--- config.mk ---
export PLATFORM = sky130hd
export DESIGN_NAME = uartb_fifo_core
export DESIGN_NICKNAME = d
export VERILOG_FILES = /design/src/rtl/uartb_fifo_core.sv
export SDC_FILE = /design/constraint.sdc
export NUM_CORES = 1
export LEC_CHECK = 0
export ABC_CLOCK_PERIOD_IN_PS = 4300
export CORE_UTILIZATION = 30
export DETAILED_ROUTE_END_ITERATION = 10
export GPL_TIMING_DRIVEN = 0
export HOLD_SLACK_MARGIN = 0.06
export PLACE_DENSITY = 0.56
export REMOVE_ABC_BUFFERS = 1
export SYNTH_ARGS = -nofsm -noshare
export SYNTH_HDL_FRONTEND = slang
export SYNTH_SLANG_ARGS = --single-unit
--- constraint.sdc ---
create_clock -name clk -period 4.3 [get_ports clk]
set_clock_uncertainty 0.15 [all_clocks]
set_input_delay 1.29 -clock clk [delete_from_list [all_inputs] [get_ports clk]]
set_output_delay 1.29 -clock clk [all_outputs]
set_load 0.02 [all_outputs]
--- src/rtl/uartb_fifo_core.sv ---
// UART core: one TX engine with single-byte or burst writes, one RX engine
// with a 2-flop synchronizer and start-bit mid-sampling, and a first-word
// fall-through RX FIFO with sticky framing-error and overrun flags.
module uartb_fifo_core #(
    parameter int DATA_W   = 32,
    parameter int BRG_W    = 16,
    parameter int RX_DEPTH = 8,
    parameter int DIV_RST  = 7
) (
    input  logic                        clk,
    input  logic                        rst,
    input  logic [DATA_W-1:0]           d,
    input  logic                        wrtx,
    input  logic                        wrbaud,
    input  logic                        rxd,
    input  logic                        rd,
    output logic                        txd,
    output logic [7:0]                  q,
    output logic                        dv,
    output logic                        txbusy,
    output logic [$clog2(RX_DEPTH):0]   rxcount,
    output logic                        ferr,
    output logic                        ovf
);

    localparam int NB  = DATA_W / 8;
    localparam int AW  = $clog2(RX_DEPTH);
    localparam int CW  = AW + 1;
    localparam int TBW = $clog2(NB + 1);
    localparam logic [TBW-1:0] TX_NB   = TBW'(NB);
    localparam logic [TBW-1:0] TX_ONE  = TBW'(1);
    localparam logic [CW-1:0]  FIFO_FULL = CW'(RX_DEPTH);

    typedef enum logic [1:0] {TX_IDLE, TX_START, TX_DATA, TX_STOP} tx_state_t;
    typedef enum logic [2:0] {RX_IDLE, RX_START, RX_DATA, RX_STOP, RX_WAIT} rx_state_t;

    // Configuration
    logic [BRG_W-1:0]  div_q;
    logic              mode_q;
    logic [BRG_W-1:0]  div_eff;
    logic [BRG_W-1:0]  rx_half_m1;

    // TX engine
    tx_state_t         tx_state_q;
    logic [DATA_W-1:0] tx_shift_q;
    logic [TBW-1:0]    tx_left_q;
    logic [BRG_W-1:0]  tx_cnt_q;
    logic [2:0]        tx_bit_q;
    logic              txd_q;
    logic              txbusy_q;

    // RX engine
    logic              rx_sync1_q;
    logic              rx_sync2_q;
    logic              rx_prev_q;
    rx_state_t         rx_state_q;
    logic [BRG_W-1:0]  rx_cnt_q;
    logic [2:0]        rx_bit_q;
    logic [7:0]        rx_shift_q;
    logic              rx_push_q;
    logic [7:0]        rx_byte_q;
    logic              rx_ferr_set_q;

    // RX FIFO
    logic [7:0]        mem_q [RX_DEPTH];
    logic [AW-1:0]     wr_ptr_q;
    logic [AW-1:0]     rd_ptr_q;
    logic [CW-1:0]     count_q;
    logic [CW-1:0]     count_d;
    logic              pop;
    logic              push_ok;
    logic              ovf_set;
    logic              flag_clr;

    // Flags
    logic              ferr_q;
    logic              ovf_q;

    // Divider and burst-mode configuration register
    // NOTE: sequential state is always written with non-blocking assignments so
    // every flop samples the pre-edge values of the others.
    always_ff @(posedge clk) begin
        if (rst) begin
            div_q  <= BRG_W'(DIV_RST);
            mode_q <= 1'b0;
        end else if (wrbaud) begin
            div_q  <= d[BRG_W-1:0];
            mode_q <= d[DATA_W-1];
        end
    end

    // Effective divider (0 behaves as 1) and half-bit offset for start sampling
    // NOTE: every combinational output gets a default assignment first, so no
    // path leaves it unassigned and no latch is inferred.
    always_comb begin
        div_eff    = div_q;
        if (div_q == '0) begin
            div_eff = BRG_W'(1);
        end
        // (div+1)/2 clocks to the start sample equals a reload of (div-1)/2
        rx_half_m1 = (div_eff - BRG_W'(1)) >> 1;
    end

    // TX FSM: start, 8 data bits LSB first, stop; repeats for remaining burst bytes
    always_ff @(posedge clk) begin
        if (rst) begin
            tx_state_q <= TX_IDLE;
            tx_shift_q <= '0;
            tx_left_q  <= '0;
            tx_cnt_q   <= '0;
            tx_bit_q   <= '0;
            txd_q      <= 1'b1;
            txbusy_q   <= 1'b0;
        end else begin
            case (tx_state_q)
                TX_IDLE: begin
                    if (wrtx) begin
                        tx_shift_q <= d;
                        tx_left_q  <= mode_q ? TX_NB : TX_ONE;
                        tx_cnt_q   <= div_eff;
                        tx_state_q <= TX_START;
                        txd_q      <= 1'b0;
                        txbusy_q   <= 1'b1;
                    end
                end
                default: begin
                    if (tx_cnt_q != '0) begin
                        tx_cnt_q <= tx_cnt_q - BRG_W'(1);
                    end else begin
                        tx_cnt_q <= div_eff;
                        case (tx_state_q)
                            TX_START: begin
                                tx_state_q <= TX_DATA;
                                tx_bit_q   <= 3'd0;
                                txd_q      <= tx_shift_q[0];
                            end
                            TX_DATA: begin
                                // Shift after every bit; after the 8th the next byte sits at [7:0]
                                tx_shift_q <= tx_shift_q >> 1;
                                if (tx_bit_q == 3'd7) begin
                                    tx_state_q <= TX_STOP;
                                    txd_q      <= 1'b1;
                                end else begin
                                    tx_bit_q <= tx_bit_q + 3'd1;
                                    txd_q    <= tx_shift_q[1];
                                end
                            end
                            default: begin
                                if (tx_left_q == TX_ONE) begin
                                    tx_state_q <= TX_IDLE;
                                    txbusy_q   <= 1'b0;
                                end else begin
                                    tx_left_q  <= tx_left_q - TX_ONE;
                                    tx_state_q <= TX_START;
                                    txd_q      <= 1'b0;
                                end
                            end
                        endcase
                    end
                end
            endcase
        end
    end

    // Two-flop synchronizer for rxd plus one delayed copy for edge detection
    always_ff @(posedge clk) begin
        if (rst) begin
            rx_sync1_q <= 1'b1;
            rx_sync2_q <= 1'b1;
            rx_prev_q  <= 1'b1;
        end else begin
            rx_sync1_q <= rxd;
            rx_sync2_q <= rx_sync1_q;
            rx_prev_q  <= rx_sync2_q;
        end
    end

    // RX FSM: detect falling edge, confirm start mid-bit, sample 8 data bits and stop
    always_ff @(posedge clk) begin
        if (rst) begin
            rx_state_q    <= RX_IDLE;
            rx_cnt_q      <= '0;
            rx_bit_q      <= '0;
            rx_shift_q    <= '0;
            rx_push_q     <= 1'b0;
            rx_byte_q     <= '0;
            rx_ferr_set_q <= 1'b0;
        end else begin
            rx_push_q     <= 1'b0;
            rx_ferr_set_q <= 1'b0;
            case (rx_state_q)
                RX_IDLE: begin
                    if (rx_prev_q && !rx_sync2_q) begin
                        rx_state_q <= RX_START;
                        rx_cnt_q   <= rx_half_m1;
                    end
                end
                RX_WAIT: begin
                    if (rx_sync2_q) begin
                        rx_state_q <= RX_IDLE;
                    end
                end
                default: begin
                    if (rx_cnt_q != '0) begin
                        rx_cnt_q <= rx_cnt_q - BRG_W'(1);
                    end else begin
                        rx_cnt_q <= div_eff;
                        case (rx_state_q)
                            RX_START: begin
                                // A high line at mid-start is a glitch: re-arm silently
                                if (rx_sync2_q) begin
                                    rx_state_q <= RX_IDLE;
                                end else begin
                                    rx_state_q <= RX_DATA;
                                    rx_bit_q   <= 3'd0;
                                end
                            end
                            RX_DATA: begin
                                rx_shift_q <= {rx_sync2_q, rx_shift_q[7:1]};
                                if (rx_bit_q == 3'd7) begin
                                    rx_state_q <= RX_STOP;
                                end else begin
                                    rx_bit_q <= rx_bit_q + 3'd1;
                                end
                            end
                            default: begin
                                if (rx_sync2_q) begin
                                    rx_push_q  <= 1'b1;
                                    rx_byte_q  <= rx_shift_q;
                                    rx_state_q <= RX_IDLE;
                                end else begin
                                    rx_ferr_set_q <= 1'b1;
                                    rx_state_q    <= RX_WAIT;
                                end
                            end
                        endcase
                    end
                end
            endcase
        end
    end

    // FIFO handshake: a pop frees the slot a simultaneous push then fills
    always_comb begin
        pop     = rd && (count_q != '0);
        push_ok = rx_push_q && ((count_q != FIFO_FULL) || pop);
        ovf_set = rx_push_q && (count_q == FIFO_FULL) && !pop;
        count_d = count_q;
        if (push_ok && !pop) begin
            count_d = count_q + CW'(1);
        end else if (pop && !push_ok) begin
            count_d = count_q - CW'(1);
        end
    end

    // FIFO pointers and occupancy; pointers wrap naturally at RX_DEPTH
    always_ff @(posedge clk) begin
        if (rst) begin
            wr_ptr_q <= '0;
            rd_ptr_q <= '0;
            count_q  <= '0;
        end else begin
            if (push_ok) begin
                wr_ptr_q <= wr_ptr_q + AW'(1);
            end
            if (pop) begin
                rd_ptr_q <= rd_ptr_q + AW'(1);
            end
            count_q <= count_d;
        end
    end

    // FIFO storage
    // NOTE: the data array has no reset; contents are only observable while
    // count_q says they are valid, so clearing them would buy nothing.
    always_ff @(posedge clk) begin
        if (!rst && push_ok) begin
            mem_q[wr_ptr_q] <= rx_byte_q;
        end
    end

    // Sticky error flags; a new error in the clearing cycle wins over the clear
    always_ff @(posedge clk) begin
        if (rst) begin
            ferr_q <= 1'b0;
            ovf_q  <= 1'b0;
        end else begin
            if (rx_ferr_set_q) begin
                ferr_q <= 1'b1;
            end else if (flag_clr) begin
                ferr_q <= 1'b0;
            end
            if (ovf_set) begin
                ovf_q <= 1'b1;
            end else if (flag_clr) begin
                ovf_q <= 1'b0;
            end
        end
    end

    assign flag_clr = wrbaud && d[DATA_W-2];

    assign txd     = txd_q;
    assign txbusy  = txbusy_q;
    assign q       = mem_q[rd_ptr_q];
    assign dv      = (count_q != '0);
    assign rxcount = count_q;
    assign ferr    = ferr_q;
    assign ovf     = ovf_q;

endmodule
Word level (Yosys, flattened, before mapping)
Memory sizes are Yosys's and may differ from the RTL's. A register that Yosys moved wholly into a read port is not among the register bits.
Index checks and enable logic that the tools add are counted.
- add/subtract/negate cells: 10
- equality and inequality tests: 23
- muxes and demuxes: 58
- bitwise gates (word level): 6
- reduce and logical (&&, ||, !) cells: 42
- operator list (kind ; number):
    32-bit 2-to-1 mux ; 4
    16-bit 2-to-1 mux ; 6
    3-bit 2-to-1 mux ; 16
    16-bit by 1-bit subtractor with 16-bit output (second input constant) ; 3
    16-bit case mux with 2 select lines ; 1
    16-bit nonzero test ; 2
    3-bit case mux with 2 select lines ; 4
    4-bit AND reduction ; 5
    1-bit 2-to-1 mux ; 18
    16-bit zero test ; 1
    2-bit nonzero test ; 7
    3-bit by 1-bit adder with 3-bit output (second input constant) ; 4
    2-bit != test (second input constant) ; 6
    3-bit AND reduction ; 4
    2-bit 2-to-1 mux ; 5
    3-bit == test (second input constant) ; 3
    1-bit logical AND ; 9
    4-bit 2-to-1 mux ; 2
    3-bit by 1-bit == test with 1-bit output (second input constant) ; 2
    2-bit by 1-bit != test with 1-bit output (second input constant) ; 3
    1-bit inverter ; 6
    2-bit OR reduction ; 3
    6-bit OR reduction ; 1
    5-bit AND reduction ; 1
    other kinds (20) ; 23
- register bits after elaboration: 130
- bits in writable memories: 64
- input port bits: 38
- output and inout bits: 17
- memories: 1
- memories (name ; words ; bits a word ; read ports ; clocked after Yosys merged registers in ; write ports ; line ; text):
    mem_q ; 8 ; 8 ; 1 ; 1 ; 1 ; 65 ; logic [7:0] mem_q [RX_DEPTH];

Depth between registers and ports, before layout
- word-level depth: 8
- depth in mapped cells: 12
- depth with buffers taken out: 12

Least setup slack after synthesis
OpenSTA, ideal clock, no wires.
- path kind: reg2out
- from: register (tool-made name)
- to: output port q[0]
- arrival time: 2094 ps
- data required time: 2860 ps
- path slack: 766 ps
- cell stages (with the launch flop): 5
- path buffers: 2
- cells stage by stage: dfxtp_1 > clkbuf_1 > buf_1 > mux4_2 > mux2_2
- RTL lines (what ; line ; text):
    end, declared ; 18 ; output logic [7:0] q,

==> metrics.txt <==
# TYPE chip_impl_metric gauge
chip_impl_info{name="critical_path.top_delay_family",value="multiplexers"} 1
chip_impl_metric{name="yosysWarningCount",unit=""} 0
chip_impl_metric{name="io_pins",unit=""} 55
chip_impl_metric{name="dr.pass1.iters",unit=""} 5
chip_impl_metric{name="path_buf_inv",unit=""} 1
chip_impl_metric{name="r2r_slack",unit="ns"} 0.76
chip_impl_metric{name="dieWidth",unit="um"} 177.1
chip_impl_info{name="synth_top_family_by_area",value="simple AND/OR/NAND/NOR gates"} 1
chip_impl_metric{name="global_route.usage.total",unit="%"} 13.35
chip_impl_metric{name="worst-endpoint-arrival",unit="ns"} 2.60
chip_impl_metric{name="crit_required",unit="ns"} 2.86
chip_impl_info{name="tritoncts_clock_tree",value="built"} 1
chip_impl_metric{name="grt_pass1_wl",unit="um"} 33040
chip_impl_info{name="class_of_the_worst_hold_path",value="register to register"} 1
chip_impl_info{name="synth_top_cells_by_count",value="sky130_fd_sc_hd__dfxtp_1, sky130_fd_sc_hd__nor2_1, sky130_fd_sc_hd__mux2i_1"} 1
chip_impl_metric{name="pin_count_of_the_biggest_net_entering_global_routing",unit=""} 70
chip_impl_metric{name="timing.max_cap.violations",unit=""} 0
chip_impl_metric{name="detail_route.drc_violations",unit=""} 0
chip_impl_metric{name="synthXorXnorAreaFrac",unit="%"} 2.858
chip_impl_metric{name="report.final.setup_viol",unit=""} 0
chip_impl_metric{name="viasPerCell",unit=""} 4.992
chip_impl_info{name="timing.critical_path.to_type",value="output pin"} 1
chip_impl_metric{name="synth_seq_area_share",unit="%"} 49.87
chip_impl_info{name="holdCritStartpoint",value="rx_sync1_q"} 1
chip_impl_metric{name="fp.dieArea",unit="um^2"} 31350
chip_impl_info{name="crit_path_start_kind",value="register"} 1
chip_impl_metric{name="cp.depth",unit=""} 3
chip_impl_metric{name="netlist_area",unit="um^2"} 9193
chip_impl_metric{name="final_antenna_net_count",unit=""} 0
chip_impl_metric{name="met2WireLength",unit="um"} 9346
chip_impl_metric{name="dr_total_vias",unit=""} 6484
chip_impl_metric{name="worst_hold_path.num_cells",unit=""} 1
chip_impl_metric{name="rows",unit=""} 63
chip_impl_metric{name="synthMuxAreaShare",unit="%"} 13.00
chip_impl_info{name="unrepaired_setup_endpoints_after_global_routing",value="false"} 1
chip_impl_metric{name="postSynthRegisterBits",unit=""} 197
chip_impl_metric{name="grt.overflow.total",unit=""} 0
chip_impl_metric{name="post_synthesis_cell_count",unit=""} 874
chip_impl_metric{name="finalWorstPathRequiredPeriod",unit="ns"} 4.038
chip_impl_metric{name="postSynth.asyncResetShare",unit="%"} 0
chip_impl_metric{name="routabilityCongestion",unit=""} 0.7320
chip_impl_metric{name="synth_simple_gate_area_share",unit="%"} 14.99
chip_impl_metric{name="tns",unit="ns"} 0
chip_impl_info{name="synth_top_cell_by_area",value="sky130_fd_sc_hd__dfxtp_1"} 1
chip_impl_info{name="worst-setup-path-type",value="register to output pin"} 1
chip_impl_metric{name="routed_wirelength",unit="um"} 20030
chip_impl_metric{name="clk_pin_slew",unit="ns"} 0.08
chip_impl_metric{name="chipHeight",unit="um"} 177.1
chip_impl_metric{name="layoutNonFillerInstCount",unit=""} 1299
chip_impl_info{name="synth.top_cells.by_area",value="sky130_fd_sc_hd__dfxtp_1, sky130_fd_sc_hd__edfxtp_1, sky130_fd_sc_hd__mux2i_1"} 1
chip_impl_metric{name="diodes",unit=""} 0
chip_impl_metric{name="floorplan.core_area",unit="um^2"} 29870
chip_impl_metric{name="timing.critical_path.slowest_cell_delay",unit="ns"} 0.73
chip_impl_info{name="critPathSlowestCell",value="sky130_fd_sc_hd__dfxtp_2"} 1
chip_impl_metric{name="number_of_global_route_vias_before_repair",unit=""} 6182
chip_impl_metric{name="power.leakage",unit="uW"} 0.003845
chip_impl_metric{name="post_cts_setup_driven_buffer_insertion_count",unit=""} 0
chip_impl_metric{name="met3RoutedLength",unit="um"} 895
chip_impl_metric{name="drive_gt1_share",unit="%"} 9.681
chip_impl_metric{name="ff2ff_path_depth",unit=""} 10
chip_impl_metric{name="drt_iter0_drc",unit=""} 399
chip_impl_metric{name="worstPathMaxFanout",unit=""} 16
chip_impl_metric{name="final_nets",unit=""} 954
chip_impl_metric{name="wl_per_cell",unit="um"} 15.42
chip_impl_metric{name="clkLatencyLatePin",unit="ns"} 0.44
chip_impl_metric{name="hpwlAfterDp",unit="um"} 13300
chip_impl_metric{name="synth_edf_count",unit=""} 64
chip_impl_metric{name="wirelength_met1",unit="um"} 9533
chip_impl_metric{name="cts-hold-fix-buffers",unit=""} 0
chip_impl_metric{name="final_core_util",unit="%"} 35.67
chip_impl_metric{name="syn_avg_cell_area",unit="um^2"} 10.52
chip_impl_metric{name="finalHoldViolations",unit=""} 0
chip_impl_info{name="maxUsedRoutingLayer",value="met4"} 1
chip_impl_info{name="synthFlopType",value="sky130_fd_sc_hd__dfxtp_1"} 1
chip_impl_metric{name="max_clock_freq",unit="MHz"} 247.7
chip_impl_info{name="cells_traversed_along_the_worst_timing_path",value="mux4_2 -> mux2_2 -> clkdlybuf4s50_1"} 1
chip_impl_metric{name="place.detailed.instances",unit=""} 1267
chip_impl_metric{name="floorplan.initialDensity",unit="%"} 30.77
chip_impl_metric{name="clock-sinks",unit=""} 197
chip_impl_metric{name="yosysUniqueCellTypes",unit=""} 72
chip_impl_info{name="outcome",value="finished, final reports clean"} 1
chip_impl_info{name="reg2reg_to",value="rx_cnt_q[9]"} 1
chip_impl_metric{name="max_slew.worst_pin.slew",unit="ns"} 1.129
chip_impl_metric{name="cts-resized-gates",unit=""} 1
chip_impl_info{name="cts_root_buffer",value="sky130_fd_sc_hd__clkbuf_16"} 1
chip_impl_metric{name="synth_compound_area_share",unit="%"} 12.24
chip_impl_metric{name="growth_of_design_area_from_synthesis_to_finish",unit="%"} 15.94
chip_impl_metric{name="power.density_cell_area",unit="nW/um^2"} 523.6
chip_impl_info{name="min_delay_worst_endpoint",value="rx_sync2_q"} 1
chip_impl_metric{name="antenna_violations_before_repair",unit=""} 0
chip_impl_metric{name="timing.final.max_slew_violations",unit=""} 0
chip_impl_metric{name="synthAdderAreaFrac",unit="%"} 2.913
chip_impl_metric{name="worst_slew_margin_rel",unit="%"} 24.76
chip_impl_metric{name="fin_crit_sh",unit="%"} 93.90
chip_impl_metric{name="h-tree-depth",unit=""} 4
chip_impl_metric{name="max-clock-path-buffers",unit=""} 2
chip_impl_info{name="reg2reg_from",value="div_q[5]"} 1
chip_impl_metric{name="netlist.area_leader.share",unit="%"} 28.96
chip_impl_metric{name="numCtsBuffers",unit=""} 17
chip_impl_metric{name="max-vdd-ir-drop",unit="mV"} 0.2398
chip_impl_metric{name="numPortBuffers",unit=""} 54
## how the worst max path moves through the flow
| stage | startpoint | endpoint | slack, ns |
|---|---|---|---|
| 6_report | register | q[2] | 0.26 |
| 5_1_grt | register | q[6] | 0.13 |
| 4_1_cts | register | q[2] | 0.20 |
| 3_5_place_dp | rst | mem_q[1][6] | 0.09 |
| 3_3_place_gp | rst | mem_q[5][5] | -4.39 |
| 2_1_floorplan | tx_state_q[0] | tx_shift_q[0] | 0.56 |
## cells by family (layout without fill, tap and decap cells)
| kind of cell | after synthesis | after routing |
|---|---|---|
| AND/OR/NAND/NOR | 288 | 288 |
| flip-flops | 197 | 197 |
| AO/OA/AOI/OAI | 163 | 163 |
| multiplexers | 98 | 98 |
| buffers and inverters | 77 | 112 |
| XOR/XNOR | 30 | 30 |
| adder cells (fa/ha/maj) | 21 | 21 |
## per-layer routing
metal  track usage [%]  vias to the layer above
li1                  -                     3242
met1             18.14                     3088
met2             20.96                      133
met3             3.050                       21
met4             3.987                        0
met5                 0                        -
## layout make-up
cell class                      count  area [um^2]
Fill cell                        2990        19220
Sequential cell                   197         4586
Multi-Input combinational cell    600         4248
Timing Repair Buffer               57        613.1
Tap cell                          390        488.0
Clock buffer                       17        425.4
Clock inverter                     15        211.5
Inverter                           23        86.33
## through the flow
step / instance area (um^2) / hold WS [ns] / worst slack [ns] / power (uW)
finish: 10660 / 0.2629 / 0.2623 / 5580
global route: 10660 / 0.2863 / 0.1289 / 5921
CTS: 10650 / 0.2663 / 0.2005 / 5639
detailed placement: 10010 / 0.2442 / 0.09448 / 3929
global placement: 9927 / 0.2454 / -4.394 / 3918
floorplan: 8899 / 0.2395 / 0.5551 / 3462
## registers in the layout, summed over array words and instances, names as in the netlist, 4 cells and up, named ones only
name and cells:
div_q 16, mem_q 64, rx_byte_q 8, rx_cnt_q 16, rx_shift_q 8, rxcount 4
tx_cnt_q 16, tx_shift_q 32
## where the power goes
part           total (uW)  switching (uW)  internal [uW]
registers            2270             197           2070
logic                1620             905            715
clock network        1690             872            821
## layout by cell type (no fill, tap or decap), drive strengths merged, types with 3 or more instances in the layout
master | synthesis | routed
nand3b | 4 | 4
edfxtp | 64 | 64
a22oi | 3 | 3
mux2i | 71 | 71
clkbuf | 38 | 17
o21ai | 18 | 18
nand3 | 16 | 16
nor2 | 134 | 134
xnor2 | 18 | 18
buf | 15 | 4
mux2 | 11 | 11
and3 | 3 | 3
and2 | 3 | 3
a21o | 4 | 4
a221oi | 4 | 4
ha | 19 | 19
a21oi | 39 | 39
a311oi | 5 | 5
nand2 | 52 | 52
or3 | 17 | 17
clkdlybuf4s50 | 1 | 53
mux4 | 16 | 16
clkinv | 2 | 6
nand4 | 3 | 3
o31ai | 4 | 4
o311ai | 3 | 3
o211ai | 13 | 13
o221a | 4 | 4
nand2b | 12 | 12
a31oi | 11 | 11
or2 | 4 | 4
a211oi | 37 | 37
dfxtp | 133 | 133
nor4 | 10 | 10
nor3 | 19 | 19
xor2 | 12 | 12
inv | 21 | 32
nor2b | 3 | 3
No activity file was read; power rests on OpenSTA's default activity.
